File: config.mk
export PLATFORM = sky130hd
export DESIGN_NAME = pc_control
export DESIGN_NICKNAME = d
export VERILOG_FILES = /design/src/rtl/pc_control.sv
export SDC_FILE = /design/constraint.sdc
export NUM_CORES = 1
export LEC_CHECK = 0
export CAP_MARGIN = 0
export CORE_ASPECT_RATIO = 1.4
export CORE_MARGIN = 3
export CORE_UTILIZATION = 46
export CTS_CLUSTER_DIAMETER = 80
export DETAILED_ROUTE_END_ITERATION = 10
export MAX_ROUTING_LAYER = met4
export PLACE_DENSITY = 0.9
export SYNTH_ARGS = -nofsm -noshare
export SYNTH_HDL_FRONTEND = slang
export SYNTH_SLANG_ARGS = --single-unit
File: constraint.sdc
create_clock -name clk -period 4.1 [get_ports clk]
set_clock_uncertainty 0.1 [all_clocks]
set_input_delay 0.41 -clock clk [delete_from_list [all_inputs] [get_ports clk]]
set_output_delay 0.41 -clock clk [all_outputs]
set_load 0.05 [all_outputs]
File: src/rtl/pc_control.sv
// Program-counter stage: PC register, {Z,V,N} flag register, branch-condition evaluation and HALT sequencing.
// Define PC_BRANCH_STATS_EN to add the saturating taken-branch counter and its br_taken_cnt port.
module pc_control #(
    parameter logic [15:0] RESET_PC = 16'h0000
) (
    input  logic        clk,
    input  logic        rst_n,
    input  logic        stall,
    input  logic        halt,
    input  logic        branch,
    input  logic        branch_reg,
    input  logic [2:0]  ccc,
    input  logic [8:0]  imm9,
    input  logic [15:0] reg_target,
    input  logic [2:0]  flag_en,
    input  logic        alu_z,
    input  logic        alu_v,
    input  logic        alu_n,
    output logic [15:0] pc,
    output logic [15:0] pc_plus2,
    output logic [2:0]  flags,
    output logic        halted
`ifdef PC_BRANCH_STATS_EN
    ,
    output logic [15:0] br_taken_cnt
`endif
);

    localparam logic [0:0] ST_RUN  = 1'b0;
    localparam logic [0:0] ST_HALT = 1'b1;

    logic [0:0]  state;
    logic [15:0] pc_q;
    logic [2:0]  flags_q;
    logic        cond;
    logic        taken;
    logic        advance;
    logic [15:0] br_offset;
    logic [15:0] next_pc;
    logic [2:0]  alu_flags;
    logic        flag_z;
    logic        flag_v;
    logic        flag_n;

    assign flag_z = flags_q[2];
    assign flag_v = flags_q[1];
    assign flag_n = flags_q[0];

    // Conditions always see the flags registered by earlier instructions, never this cycle's ALU result.
    // NOTE: every output of a combinational block gets a default first so no path leaves it unassigned (no latch).
    always_comb begin
        cond = 1'b0;
        case (ccc)
            3'b000:  cond = ~flag_z;
            3'b001:  cond = flag_z;
            3'b010:  cond = ~flag_z & ~flag_n;
            3'b011:  cond = flag_n;
            3'b100:  cond = flag_z | (~flag_z & ~flag_n);
            3'b101:  cond = flag_n | flag_z;
            3'b110:  cond = flag_v;
            default: cond = 1'b1;
        endcase
    end

    assign taken     = branch & cond;
    assign pc_plus2  = pc_q + 16'd2;
    assign br_offset = {{6{imm9[8]}}, imm9, 1'b0};
    assign next_pc   = !taken     ? pc_plus2   :
                       branch_reg ? reg_target :
                                    pc_plus2 + br_offset;

    // A cycle commits only when running and not stalled; halt then suppresses everything but the state change.
    assign advance   = (state == ST_RUN) && !stall;
    assign alu_flags = {alu_z, alu_v, alu_n};

    // NOTE: sequential state uses non-blocking assignments so all registers update together on the edge.
    always_ff @(posedge clk or negedge rst_n) begin
        if (!rst_n) begin
            state   <= ST_RUN;
            pc_q    <= RESET_PC;
            flags_q <= 3'b000;
        end else if (advance) begin
            if (halt) begin
                state <= ST_HALT;
            end else begin
                pc_q    <= next_pc;
                flags_q <= (flag_en & alu_flags) | (~flag_en & flags_q);
            end
        end
    end

`ifdef PC_BRANCH_STATS_EN
    logic [15:0] cnt_q;

    always_ff @(posedge clk or negedge rst_n) begin
        if (!rst_n) begin
            cnt_q <= 16'h0000;
        end else if (advance && !halt && taken && (cnt_q != 16'hFFFF)) begin
            cnt_q <= cnt_q + 16'd1;
        end
    end

    assign br_taken_cnt = cnt_q;
`endif

    assign pc     = pc_q;
    assign flags  = flags_q;
    assign halted = (state == ST_HALT);

endmodule
**Word-level counts from Yosys, hierarchy flattened**

Cells that the tools add are included.

- Register bits: 20
- Bits in latches: 0
- RAM bits: 0
- Memory bits (read-only): 0
- Input port bits: 40
- Output and inout port bits: 36
- Word-level logic and storage cells: 31
- Memories kept: 0

- Add/sub/neg operators: 2
- Multiply operators: 0
- Divide/modulo/power cells: 0
- $lt $le $gt $ge: 0
- Equality and inequality tests: 6
- Shift operators: 0
- Multiplexer cells: 3
- Bitwise operators: 12
- Reduce and logical (&&, ||, !) cells: 5

Operators with widths:

| operator | count |
|---|---|
| $mux W16 | 2 |
| $add A16 B16 Y16 | 1 |
| $add A16 B2 Y16 const B | 1 |
| $eq A3 B3 Y1 const B | 3 |
| $pmux W1 S7 | 1 |
| $and A3 B3 Y3 | 2 |
| $eq A3 B2 Y1 const B | 2 |
| $not A1 Y1 | 4 |
| $reduce_and A2 Y1 | 2 |
| $eq A3 B1 Y1 const B | 1 |
| $logic_not A3 Y1 | 1 |
| $not A3 Y3 | 1 |
| $or A3 B3 Y3 | 1 |
| $and A1 B1 Y1 | 2 |
| $or A1 B1 Y1 | 2 |
| $logic_and A1 B1 Y1 | 1 |
| $logic_not A1 Y1 | 1 |

**Longest topological paths before layout**

Gate-level depths: netlist of the first run.

- Word-level depth: 6
- Gate-level depth with buffers: 14
- Gate-level depth less buffers: 13

**Least setup slack after synthesis of the first run**

Ideal clock, no wire load.

- Kind: register to register
- Start point: register pc_q[2] (netlist: pc[2])
- End point: register pc_q[14] (netlist: pc[14])
- Library setup time: 0.122 ns
- Arrival time: 3.887 ns
- Required time: 3.878 ns
- Slack: -0.009 ns
- Stages on the path, launching flop included: 15
- Path buffers: 1
- Period minus slack after synthesis: 4.109 ns
- Path through: dfrtp_1 -> ha_1 -> and3_1 -> buf_4 -> and2b_4 -> and4_1 -> xor2_1 -> ha_1 -> a21o_1 -> a21o_1 -> a21oi_1 -> o211ai_1 -> mux2i_1 -> nand2_1 -> a32o_1

- Word-level cells in the longest chain between the ends: 4

RTL lines:

| what | RTL line | text |
|---|---|---|
| start, declared | 33 | `logic [15:0] pc_q;` |
| start signal, assigned | 86 | `pc_q <= next_pc;` |
| $add A16 B2 Y16 | 66 | `assign pc_plus2 = pc_q + 16'd2;` |
| net pc_plus2[11] | 20 | `output logic [15:0] pc_plus2,` |
| $add A16 B16 Y16 | 70 | `pc_plus2 + br_offset;` |
| $mux W16 | 69 | `branch_reg ? reg_target :` |
| $mux W16 | 68 | `assign next_pc = !taken ? pc_plus2 :` |

The timed path passes the listed nets, and every way through them passes these cells.
A chain may end at the register's enable or synchronous reset.

**Worst setup path in the final report of the first run**

- Start point: register pc_q[3] (netlist: pc[3])
- End point: output port pc_plus2[14]

- Word-level cells in the longest chain between the ends: 1

RTL lines:

| what | RTL line |
|---|---|
| $add A16 B2 Y16 | 66 |
| end, declared | 20 |

No other way between the ends.

==> results.py, run 1 <==
metrics = {
    "run_status": {
        "status": "completed",
    },
    "routing": {
        "ant_nets": 0,
        "dr.pass1.iters": 4,
        "viasPerCell": 5.99,
        "dr.first_iter.drc_count": 197,
        "remaining_drc_errors": 0,
        "avgRoutedWirePerCell_um": 17.1,
        "via_count": 2353,
        "wl_um": 6720,
    },
    "power_and_ir_drop": {
        "power_frac_clock_pct": 14.3,
        "swShare_pct": 50.3,
        "seqPwrFrac_pct": 19.9,
        "combPwrFrac_pct": 65.8,
        "internal-power_uw": 713,
        "p_per_area_nw_per_um2": 477,
        "p_sw_uw": 721,
        "worst_ir_drop_vdd_mv": 0.364,
        "p_leak_uw": 0.00125,
    },
    "sta": {
        "fin_crit_ps": 3350,
        "hold_viol": 0,
        "fmax_mhz": 299,
        "report.final.slew_viol_count": 0,
        "finalCritPeriodShare_pct": 81.6,
        "rsz0062_at_grt": "false",
        "setup_tns_ps": 0,
        "worst_pin_slew_ps": 1160,
        "finalSetupViolCount": 0,
        "slew_headroom_pct": 22.1,
        "hold_slack_ps": 425,
    },
    "global_routing": {
        "grt_overflow": 0,
        "grt_pass1_wl_um": 11200,
        "antenna_found_initial": 0,
        "grt_pass1_vias": 2401,
        "grt_max_degree": 27,
        "grtUsageTotal_pct": 26.1,
    },
    "worst_setup_path": {
        "arrival_ps": 2840,
        "cp_slowest_cell": "clkdlybuf4s50_1",
        "worst_setup_path_start_kind": "register",
        "critPathMaxFanout": 7,
        "max_stage_delay_ps": 860,
        "crit_required_ps": 3590,
        "r2r_cells": 11,
        "timing.rr.start": "pc[3]",
        "reg2reg_to": "pc[13]",
        "worstSetupPathType": "reg -> out",
        "worstSetupEndpointType": "output pin",
        "crit_path_frequent_cell": "nor2_1",
        "worstPathCellList": "nand4_1, nor2_1, nand2_1, nor2_1, xor2_1, clkdlybuf4s50_1",
        "critPathTopFamily": "simple AND/OR/NAND/NOR gates",
        "r2r_slack_ps": 760,
        "path_buf_inv": 1,
    },
    "clocking": {
        "htreeDepth": 1,
        "clkLatencyLatePin_ps": 260,
        "cts_tree": "built",
        "cts_made_buffers": 3,
        "clock-sinks": 20,
        "clk_pin_slew_ps": 80,
        "cts_resized": 0,
        "cts-root-buf": "clkbuf_8",
        "cts_hold_buf": 0,
        "clock_path_buffers": 2,
        "cts_setup_buffers": 0,
    },
    "floorplanning": {
        "ioPinCount": 76,
        "die_h_um": 86.9,
        "die_x_um": 63.8,
        "initial_core_util_pct": 49.1,
        "die-area_um2": 5540,
        "num_rows": 28,
        "coreArea_um2": 4380,
    },
    "synth": {
        "synth_cells": 267,
        "synth_nets": 326,
        "synthFlopType": "dfrtp_1",
        "synth_area_um2": 2150,
        "seq_area_frac_synth_pct": 23.3,
        "ys_types": 55,
        "synth_edf_count": 0,
        "async_reset_ff_share_pct": 100,
        "syn_avg_cell_area_um2": 8.05,
        "synth_warnings": 0,
        "synth-seq-cells": 20,
    },
    "hold_path": {
        "holdPathEnd": "halted",
        "min_path_type": "reg -> reg",
        "hp-start": "halted",
        "hold_depth": 1,
    },
    "placement": {
        "placedCellCount": 389,
        "hpwl_um": 5040,
        "io_buffers": 75,
        "gp_congestion": 0.905,
    },
    "cells_and_area": {
        "seqCellArea_um2": 500,
        "area_growth_pct": 39.8,
        "multiInputGateArea_um2": 1550,
        "layout.cells.non_filler": 393,
        "fill_cells": 373,
        "nets": 393,
        "drive_gt1_share_pct": 5.41,
        "diodes": 0,
    },
    "run": {
        "maxCapViolCount": 0,
    },
}
==> power by group through the flow <==
stage	sequential (µW)	clock, µW	combinational, µW
floorplan	391	0	533
global placement	283	0	911
detailed placement	286	0	934
CTS	283	207	943
global route	291	216	1010
finish	285	205	944
==> metrics by stage <==
step	total power, µW	worst slack [ps]	cell area [µm²]	utilization [%]
after floorplan	924	110	2160	-
after global placement	1190	949	2930	67.0
after detailed placement	1220	858	2930	67.0
after CTS	1430	806	3010	68.6
after global routing	1520	564	3010	68.6
final	1430	754	3010	68.6
==> cell families (layout without fill, tap and decap cells) <==
| family | after synthesis | in the layout | synth area share, % |
|---|---|---|---|
| buf+inv | 27 | 93 | 5.12 |
| mux | 6 | 6 | 3.08 |
| fa+ha+maj | 19 | 19 | 11.4 |
| simple gates | 78 | 78 | 18.3 |
| xor+xnor | 24 | 24 | 11.0 |
| compound gates | 93 | 93 | 27.8 |
| flops | 20 | 20 | 23.3 |
==> cell usage after synthesis, types with 4 or more instances <==
| master | n | share of area (%) |
|---|---|---|
| a21oi_1 | 21 | 4.9 |
| nand2b_1 | 5 | 1.5 |
| nand3_1 | 4 | 0.93 |
| xnor2_1 | 11 | 4.5 |
| nor2b_1 | 6 | 1.7 |
| xor2_1 | 11 | 4.5 |
| nor2_1 | 15 | 2.6 |
| o21ai_1 | 9 | 2.1 |
| mux2_2 | 4 | 2.1 |
| nand4_1 | 4 | 1.2 |
| inv_1 | 13 | 2.3 |
| a21o_1 | 8 | 2.8 |
| a31oi_1 | 6 | 1.7 |
| nand2_1 | 27 | 4.7 |
| ha_1 | 18 | 10 |
| and3_1 | 4 | 1.2 |
| o21ai_0 | 20 | 4.7 |
| dfrtp_1 | 20 | 23 |
| o211ai_1 | 5 | 1.7 |
| clkbuf_1 | 11 | 1.9 |
==> final cells by class <==
| cell class | instances | area share (%) |
|---|---|---|
| Timing Repair Buffer | 76 | 25.2 |
| Clock buffer | 3 | 1.37 |
| Multi-Input combinational cell | 220 | 51.6 |
| Tap cell | 60 | 2.50 |
| Clock inverter | 1 | 0.999 |
| Inverter | 13 | 1.62 |
| Sequential cell | 20 | 16.7 |
==> metal layers <==
layer	up-vias	track usage [%]	wire, µm
met1	1109	29.8	2550
li1	1102	-	-
met4	0	10.2	204
met2	123	46.0	3500
met5	-	-	0
met3	19	3.49	471
==> worst max path at each step <==
stage	startpoint	endpoint	slack, ps	cells after the start
finish	pc[3]	pc_plus2[14]	750	6
global route	pc[3]	pc[13]	560	11
CTS	pc[1]	pc_plus2[11]	810	6
detailed placement	pc[1]	pc[14]	860	13
global placement	pc[3]	pc[13]	950	11
floorplan	pc[2]	pc[14]	110	13
==> worst register-to-register path: cells and delay by family, from the launching register on <==
kind	cells	cell delay (ps)
flops	1	470
fa+ha+maj	1	350
compound gates	5	1090
simple gates	3	790
xor+xnor	2	430
==> layout by cell type, fill, tap and decap left out, drive strengths merged, types with 2 or more instances in the layout <==
cell type / netlist / layout
nor3: 3 / 3
dfrtp: 20 / 20
inv: 13 / 13
a31o: 2 / 2
and3: 5 / 5
a41oi: 2 / 2
a22oi: 2 / 2
a21o: 8 / 8
mux2: 5 / 5
a32o: 3 / 3
nand4: 4 / 4
nor2b: 6 / 6
xor2: 13 / 13
ha: 18 / 18
a31oi: 7 / 7
nand3: 4 / 4
and4: 3 / 3
a211oi: 2 / 2
o211ai: 5 / 5
clkbuf: 11 / 3
nand2: 27 / 27
nor2: 15 / 15
o221a: 2 / 2
xnor2: 11 / 11
nand2b: 5 / 5
clkdlybuf4s50: 0 / 75
a21oi: 21 / 21
o21ai: 29 / 29
Note: power is estimated with default switching activity, not from simulation.
==> run 2, diff against run 1 <==
- clock period: 4.1 -> 3.25 ns (I/O delays scaled with it)
==> results.py, run 2 (synthesized netlist as in run 1, its figures left out) <==
metrics = {
    "run_status": {
        "status": "completed",
    },
    "floorplanning": {
        "die_x_um": 63.8,
        "coreArea_um2": 4380,
        "num_rows": 28,
        "initial_core_util_pct": 49.1,
        "die-area_um2": 5540,
        "ioPinCount": 76,
        "die_h_um": 86.9,
    },
    "global_routing": {
        "grt_overflow": 0,
        "grt_pass1_wl_um": 11400,
        "antenna_found_initial": 0,
        "grtUsageTotal_pct": 27.4,
        "grt_max_degree": 21,
        "grt_pass1_vias": 2397,
    },
    "worst_setup_path": {
        "worstSetupPathType": "reg -> out",
        "arrival_ps": 2650,
        "timing.rr.start": "pc[2]",
        "crit_required_ps": 2820,
        "critPathMaxFanout": 5,
        "worst_setup_path_start_kind": "register",
        "startpoint": "pc[2]",
        "worstSetupEndpointType": "output pin",
    },
    "sta": {
        "hold_slack_ps": 425,
        "worst_pin_slew_ps": 992,
        "finalSetupViolCount": 0,
        "hold_viol": 0,
        "finalCritPeriodShare_pct": 94.5,
        "slew_headroom_pct": 33.7,
        "fin_crit_ps": 3070,
        "fmax_mhz": 326,
        "rsz0062_at_grt": "false",
        "report.final.slew_viol_count": 0,
    },
    "clocking": {
        "cts_setup_buffers": 0,
        "cts_made_buffers": 3,
        "clock_path_buffers": 2,
        "cts-root-buf": "clkbuf_8",
        "cts_hold_buf": 0,
        "htreeDepth": 1,
        "clock-sinks": 20,
        "clkLatencyLatePin_ps": 270,
        "cts_tree": "built",
        "clk_pin_slew_ps": 90,
    },
    "power_and_ir_drop": {
        "p_per_area_nw_per_um2": 577,
        "p_leak_uw": 0.00133,
        "worst_ir_drop_vdd_mv": 0.518,
    },
    "cells_and_area": {
        "diodes": 0,
        "drive_gt1_share_pct": 15.9,
        "nets": 399,
        "fin_util_pct": 75.3,
        "layout_commonest_cell": "clkdlybuf4s50_1",
        "layout_common_cells": "74 x clkdlybuf4s50_1, 27 x nand2_1, 21 x a21oi_1",
        "fill_cells": 318,
        "area_growth_pct": 53.4,
    },
    "hold_path": {
        "hp-start": "pc[0]",
        "min_path_type": "reg -> reg",
    },
    "run": {
        "maxCapViolCount": 0,
    },
    "routing": {
        "remaining_drc_errors": 0,
        "dr.pass1.iters": 4,
        "via_count": 2298,
        "viasPerCell": 5.76,
        "dr.first_iter.drc_count": 134,
        "wl_um": 6950,
        "avgRoutedWirePerCell_um": 17.4,
        "ant_nets": 0,
    },
    "placement": {
        "io_buffers": 75,
        "gp_congestion": 0.981,
        "hpwl_um": 5470,
    },
}
run 2: cell count changes in the layout (fill, tap and decap cells not counted), moves of 4 or more:
| cell | delta |
|---|---|
| buf_4 | +6 |
| ha_4 | +4 |
| xnor2_1 | -7 |
| dfrtp_1 | -10 |
| ha_1 | -4 |
| xor2_1 | -4 |
| xnor2_4 | +5 |
| dfrtp_2 | +10 |
run 2: path summary, 6_finish.rpt:
path / end / slack [ps] / depth (start not counted)
hold reg to reg: pc[0] / 420 / 1
max in group asynchronous: pc[9] / 1890 / 1
hold / removal: pc[0] / 420 / 1
setup / recovery: pc_plus2[11] / 180 / 6
setup reg to reg: pc[13] / 210 / 12
min in group asynchronous: pc[13] / 490 / 1
run 2: final cells by class:
class | count | area [µm²] | share of cell area (%)
multi-input combinational | 220 | 1780 | 54.1
inverter | 13 | 48.8 | 1.48
timing repair buffer | 82 | 806 | 24.4
sequential | 20 | 513 | 15.6
clock buffer | 3 | 41.3 | 1.25
clock inverter | 1 | 30.0 | 0.910
tap | 60 | 75.1 | 2.28
run 2: what timing repair did:
action / 4_1_cts / 5_1_grt
endpoints found under the hold margin: 0 / 0
gates resized for setup: 0 / 2
endpoints found under the setup margin: 0 / 2
run 2: power breakdown:
group	total, µW	switching [µW]	internal, µW
clock	267	102	165
sequential	377	82.5	295
combinational	1260	749	508
total	1900	934	968
run 2: layer usage:
metal,up-vias,routed length [µm],global-route usage (%)
li1,1121,-,-
met1,1052,2580,29.1
met5,-,0,-
met4,0,310,14.3
met2,103,3700,49.5
met3,22,354,2.97
run 2: critical path, cell delays in order (launching register included):
cell             delay [ps]
dfrtp_2                 430
ha_4                    170
and3_4                  250
and2b_4                 210
and4_4                  280
xor2_4                  190
clkdlybuf4s50_1         840
run 2: per-stage QoR:
| stage | setup TNS [ps] | std cells | total power, µW | instance area (µm²) | setup slack, ps |
|---|---|---|---|---|---|
| 2_1_floorplan | -51.8 | 267 | 1260 | 2400 | -51.8 |
| 3_3_place_gp | 0 | 395 | 1610 | 3220 | 285 |
| 3_5_place_dp | 0 | 395 | 1630 | 3220 | 224 |
| 4_1_cts | 0 | 399 | 1910 | 3290 | 53.6 |
| 5_1_grt | 0 | 399 | 2010 | 3300 | 38.5 |
| 6_report | 0 | 399 | 1900 | 3300 | 180 |
